<file path="config.mk">
export PLATFORM = sky130hd
export DESIGN_NAME = branch_checkpoint_stack
export DESIGN_NICKNAME = d
export VERILOG_FILES = /design/src/rtl/branch_checkpoint_stack.sv
export SDC_FILE = /design/constraint.sdc
export NUM_CORES = 1
export LEC_CHECK = 0
export BUFFER_PORTS_ARGS = -buffer_cell sky130_fd_sc_hd__buf_2
export CAP_MARGIN = 0
export CORE_MARGIN = 1
export CORE_UTILIZATION = 40
export CTS_CLUSTER_SIZE = 10
export DETAILED_ROUTE_END_ITERATION = 10
export PLACE_DENSITY = 0.55
export SYNTH_ARGS = -nofsm -noshare
export SYNTH_HDL_FRONTEND = slang
export SYNTH_SLANG_ARGS = --single-unit
export TNS_END_PERCENT = 50
</file>
<file path="constraint.sdc">
create_clock -name clock -period 20.1 [get_ports clock]
set_clock_uncertainty 0.1 [all_clocks]
set_input_delay 1.005 -clock clock [delete_from_list [all_inputs] [get_ports clock]]
set_output_delay 1.005 -clock clock [all_outputs]
set_load 0.01 [all_outputs]
</file>
<file path="src/rtl/branch_checkpoint_stack.sv">
// Branch checkpoint stack: snapshots the speculative map table per in-flight branch,
// keeps snapshot ready bits current from the CDB, and restores/squashes on a mispredict.
module branch_checkpoint_stack #(
    parameter int unsigned NUM_CKPT     = 4,
    parameter int unsigned NUM_GEN_REG  = 8,
    parameter int unsigned NUM_PHYS_REG = 64,
    localparam int unsigned CKPT_W      = $clog2(NUM_CKPT),
    localparam int unsigned IDX_W       = $clog2(NUM_PHYS_REG),
    localparam int unsigned PHYS_W      = IDX_W + 1,
    localparam int unsigned CNT_W       = CKPT_W + 1
) (
    input  logic                                 clock,
    input  logic                                 reset,
    input  logic                                 dispatch_en,
    input  logic [NUM_GEN_REG-1:0][PHYS_W-1:0]   map_table_in,
    output logic                                 dispatch_ack,
    output logic [CKPT_W-1:0]                    dispatch_id,
    input  logic                                 resolve_en,
    input  logic [CKPT_W-1:0]                    resolve_id,
    input  logic                                 resolve_correct,
    input  logic                                 CDB_en,
    input  logic [PHYS_W-1:0]                    CDB_tag_in,
    output logic                                 branch_incorrect,
    output logic [NUM_GEN_REG-1:0][PHYS_W-1:0]   map_check_point,
    output logic [NUM_CKPT-1:0]                  squash_mask,
    output logic                                 full,
    output logic [CNT_W-1:0]                     count
);

    typedef logic [NUM_GEN_REG-1:0][PHYS_W-1:0] map_t;

    localparam logic [PHYS_W-1:0] READY_BIT = {1'b1, {IDX_W{1'b0}}};

    // A matching row becomes the broadcast index with its ready bit forced on.
    function automatic map_t cdb_bypass(input map_t m, input logic en, input logic [PHYS_W-1:0] tag);
        map_t r;
        r = m;
        for (int g = 0; g < NUM_GEN_REG; g++) begin
            if (en && (m[g][IDX_W-1:0] == tag[IDX_W-1:0])) begin
                r[g] = tag | READY_BIT;
            end
        end
        return r;
    endfunction

    logic [NUM_CKPT-1:0] valid_q, valid_d;
    logic [CKPT_W-1:0]   tail_q, tail_d;
    map_t                ckpt_q [NUM_CKPT];
    map_t                ckpt_d [NUM_CKPT];

    logic                valid_resolve;
    logic                mispredict;
    logic [CKPT_W-1:0]   span;

    // Resolve decode, squash range and combinational outputs.
    always_comb begin
        valid_resolve    = resolve_en & valid_q[resolve_id];
        mispredict       = valid_resolve & ~resolve_correct;
        full             = valid_q[tail_q];
        span             = CKPT_W'(tail_q - resolve_id);
        squash_mask      = '0;
        // span==0 with a live resolve_id means the ring is full: squash everything.
        for (int i = 0; i < NUM_CKPT; i++) begin
            if (mispredict && valid_q[i] &&
                ((span == '0) || (CKPT_W'(CKPT_W'(i) - resolve_id) < span))) begin
                squash_mask[i] = 1'b1;
            end
        end
        branch_incorrect = mispredict;
        map_check_point  = cdb_bypass(ckpt_q[resolve_id], CDB_en, CDB_tag_in);
        dispatch_ack     = dispatch_en & ~full & ~mispredict;
        dispatch_id      = tail_q;
        count            = '0;
        for (int i = 0; i < NUM_CKPT; i++) begin
            count = count + CNT_W'(valid_q[i]);
        end
    end

    // Next-state: CDB wakeup on all slots, then resolve, then allocation at tail.
    always_comb begin
        valid_d = valid_q;
        tail_d  = tail_q;
        for (int s = 0; s < NUM_CKPT; s++) begin
            ckpt_d[s] = cdb_bypass(ckpt_q[s], CDB_en, CDB_tag_in);
        end
        if (valid_resolve) begin
            if (resolve_correct) begin
                valid_d[resolve_id] = 1'b0;
            end else begin
                valid_d = valid_q & ~squash_mask;
                tail_d  = resolve_id;
            end
        end
        if (dispatch_ack) begin
            ckpt_d[tail_q]  = cdb_bypass(map_table_in, CDB_en, CDB_tag_in);
            valid_d[tail_q] = 1'b1;
            tail_d          = CKPT_W'(tail_q + CKPT_W'(1));
        end
    end

    // Reset image matches the map table: row g holds tag g, ready.
    always_ff @(posedge clock or posedge reset) begin
        if (reset) begin
            valid_q <= '0;
            tail_q  <= '0;
            for (int s = 0; s < NUM_CKPT; s++) begin
                for (int g = 0; g < NUM_GEN_REG; g++) begin
                    ckpt_q[s][g] <= {1'b1, IDX_W'(g)};
                end
            end
        end else begin
            valid_q <= valid_d;
            tail_q  <= tail_d;
            for (int s = 0; s < NUM_CKPT; s++) begin
                ckpt_q[s] <= ckpt_d[s];
            end
        end
    end

endmodule

</file>
==> out/summary.md <==
The layout cell share with drive strength beyond 1 is 41.1%. The run gives 28 as the TritonCTS buffer count. Cell family with the largest share of critical-path delay: buffers and inverters. The routed design has 37.5 mm of wire. The clock sink count is 230, and the initial standard-cell utilization of the core is 40.8%. The cell type with the largest total area after synthesis is dfrtp_1.

The tools report the sequential fraction of the synthesis area as 40.1%. Setup repair after global routing left no endpoint under its margin. IR analysis of the VDD net gives a maximum drop of 0.0655 mV. The via count of the first global-routing pass was 9798; the highest fanout seen on the critical path was 37. The share of total power dissipated in the clock network is 18.7%. In this run the worst setup path terminates at map_check_point[34]. The die is 193 um tall. The initial antenna violation count is 2, and the cell count after placement is 1646. The gate count after technology mapping is 1116, and the switching portion of total power is 34.4%. The total area inside the core boundary comes to 35700 um2.

Destination of the worst register-to-register timing path: ckpt_q[114]. The number of hold-repair buffers added at the cts stage is 0, and the number of slew-limit violations in the final report is 0. The number of levels in the clock H-tree came out at 1.

The worst hold path class was reg -> reg. Static timing analysis puts the maximum clock frequency at 0.200 GHz. Sorting the synthesized cells by how often they occur yields xnor2_1 (167), dfrtp_1 (150), xor2_1 (125). The synthesized design contains 0 enable-type register cells. The site row count is 69. At the end of the flow the core is filled with cells to 45.2%. The checks that failed: DRC.

The final critical delay including setup and external delays was 4990 ps; the slew at the pin with the worst max-slew slack was 1080 ps. The layout overhead on the synthesized area is 10.7%, and the area of all sequential standard cells is 5860 um2. The number of nets in the synthesized netlist was 1201; the net switching power was 878 uW.

Measured against its own limit, the worst slew margin works out to 28.2%. The first global-routing pass estimated 59.0 mm of wire. On the critical path, the stage with the largest delay is an instance of buf_4. The number of vias per cell after detailed routing works out to 5.42. The critical path in this run is classified as in -> out. The later pin in the worst-skew pair is clocked with a latency of 550 ps. Dividing the detail-routed wire length by the instance count gives 22.1 um. After synthesis, the cell types taking the most area are dfrtp_1 (26%), dfstp_2 (14%), mux2_4 (12%).

The synthesized area per cell came out at 13.1 um2. The hold-critical path depth was 1; the estimated wirelength of the detail-placed design was 24.2 mm. The tools report the iteration count of the initial detailed-routing pass as 8. Synthesis inferred 230 register bits. STA classifies the critical path startpoint as an input pin. The die covers 37200 um2. The run gives 36 as the detailed-route DRC error count. The share of total power dissipated in sequential elements is 38.4%. The run gives 0.799 as the placer's final routability congestion estimate.

At the worst endpoint, the required time is 19000 ps. The number of input and output port buffers inserted was 137. The critical path starts at resolve_id[1].

Hold timing on the final database bottoms out at a slack of 429 ps. On the worst path, the slowest cell contributes a delay of 710 ps. Max-cap violations in this run came to 0. After synthesis, the largest area contributor takes up 25.7% of total cell area. Setup violations remaining at the end of the flow were counted as 0. The clock slew seen by the registers of the worst setup and hold paths came out at 60 ps. In the finished design, the share of the clock period the worst path needs comes to 24.8%. The run gives 0 as the global route total overflow. The most used flip-flop cell after synthesis is dfrtp_1. For this run, asynchronously set or reset flops after synthesis account for 100%. Summing all multi-input logic gate instances after layout gives 8000 um2.

The Yosys step of the flow raised 0 warnings. The final route contains 9208 vias. In this run the number of cells on the critical path is 8. For the final number of hold-violating endpoints, the log shows 0. The flop-to-flop setup slack was 16820 ps.

For this run, the total global-route usage over all layers was measured as 20.7%. At the worst endpoint, the arrival time is 3890 ps. The tools report the library cell used as clock root buffer as clkbuf_16. Areal power density over the cells: 158 nW/um2. The run gives 567 as the number of DRC markers in iteration 0. The most used standard cell by instance count after synthesis is xnor2_1.

The number of buffers inserted by post-CTS setup repair was 0; the final standard cell count with taps included and fillers excluded was 1698. After filler insertion, the fill cell instance count of the layout stands at 3398. The tools report the internal power summed over all cells as 1680 uW. The reg-to-reg critical path startpoint was dispatch_id[0]. The critical path contains buffers and inverters numbering 3 combined. The worst register-to-register path has a depth of 5.

The width of the die came out at 193 um. Most frequent cell on the critical path: buf_4. Post-CTS repair changed the size of 0 cells.

Counting along the longest clock path gives a buffer depth of 3. The critical path goes through buf_4 > buf_4 > mux2i_1 > xnor2_1 > a2111oi_0 > a41oi_1 > o41ai_1 > buf_2. The largest net degree at the start of global routing is 117. The combinational group share of total power was 42.9%. The flow ran to the end, but the final reports show violations. For this design the static power due to leakage is 0.00657 uW.

The run gives 0 as the remaining number of nets flagged by the antenna check after routing. The cell area after synthesis is 14600 um2, and the number of nets in the finished design is 1300. The synthesized netlist contains 44 unique library cells. The tools report the total negative setup slack as 0 ps. The run gives 139 as the number of ports placed on the die boundary. STA classifies the critical path endpoint as an output pin.

TritonCTS built the clock tree.
==> worst min-delay path by stage <==
stage	to	startpoint
2_1_floorplan	ckpt_q[109]	ckpt_q[109]
3_3_place_gp	ckpt_q[54]	ckpt_q[54]
3_5_place_dp	ckpt_q[152]	ckpt_q[152]
4_1_cts	ckpt_q[152]	ckpt_q[152]
5_1_grt	ckpt_q[54]	ckpt_q[54]
6_report	ckpt_q[152]	ckpt_q[152]
==> area by class of cell <==
class	count	share of cell area, %
inverter	16	0.418
clock buffer	49	5.14
tap	461	3.57
timing repair buffer	152	5.00
antenna	1	0.0155
sequential	230	36.3
clock inverter	2	0.0620
multi-input combinational	787	49.5
==> cell usage in the layout (no fill, tap or decap), types with 12 or more instances in the layout <==
master       n
clkbuf_16   29
buf_4       19
xor2_1     125
nand4_1     47
buf_2      133
inv_1       14
mux4_2      54
mux2i_1     14
ha_1        13
xnor2_1    167
mux2_4     120
nor4_1      40
mux2_2      61
clkbuf_1    17
a21oi_1     37
nor3_1      34
dfrtp_1    150
dfstp_2     80
mux2_1      12
nor2_1      12
==> layer usage <==
layer	track usage, %	part of all wire [%]	vias to the layer above
li1	-	-	4188
met1	29.6	47	4785
met2	33.5	48	184
met4	4.27	1.9	2
met3	2.79	3.9	49
met5	0	0.035	-
==> through the flow <==
step / cell area, um2 / power, uW / setup slack, ps
2_1_floorplan: 14600 / 1840 / 12820
3_3_place_gp: 15300 / 2070 / 14990
3_5_place_dp: 15300 / 2090 / 15000
4_1_cts: 16100 / 2580 / 14990
5_1_grt: 16100 / 2720 / 14820
6_report: 16200 / 2550 / 15110
==> state kept, by name (all words and copies together) (netlist names) <==
signal       count
dispatch_id      2
valid_q          4
ckpt_q         224
==> cell families after synthesis <==
group	Yosys count	synth area share (%)
compound gates	61	2.60
xor+xnor	292	17.5
fa+ha+maj	14	1.25
buf+inv	99	5.06
flops	230	40.1
mux	261	27.3
simple gates	159	6.16
==> power groups by stage <==
stage	Clock (uW)	Combinational [uW]	Sequential, uW
finish	476	1100	981
global placement	0	1090	981
global route	507	1190	1020
detailed placement	0	1110	987
CTS	489	1110	984
floorplan	0	920	919
(Power assumes the default switching activity.)
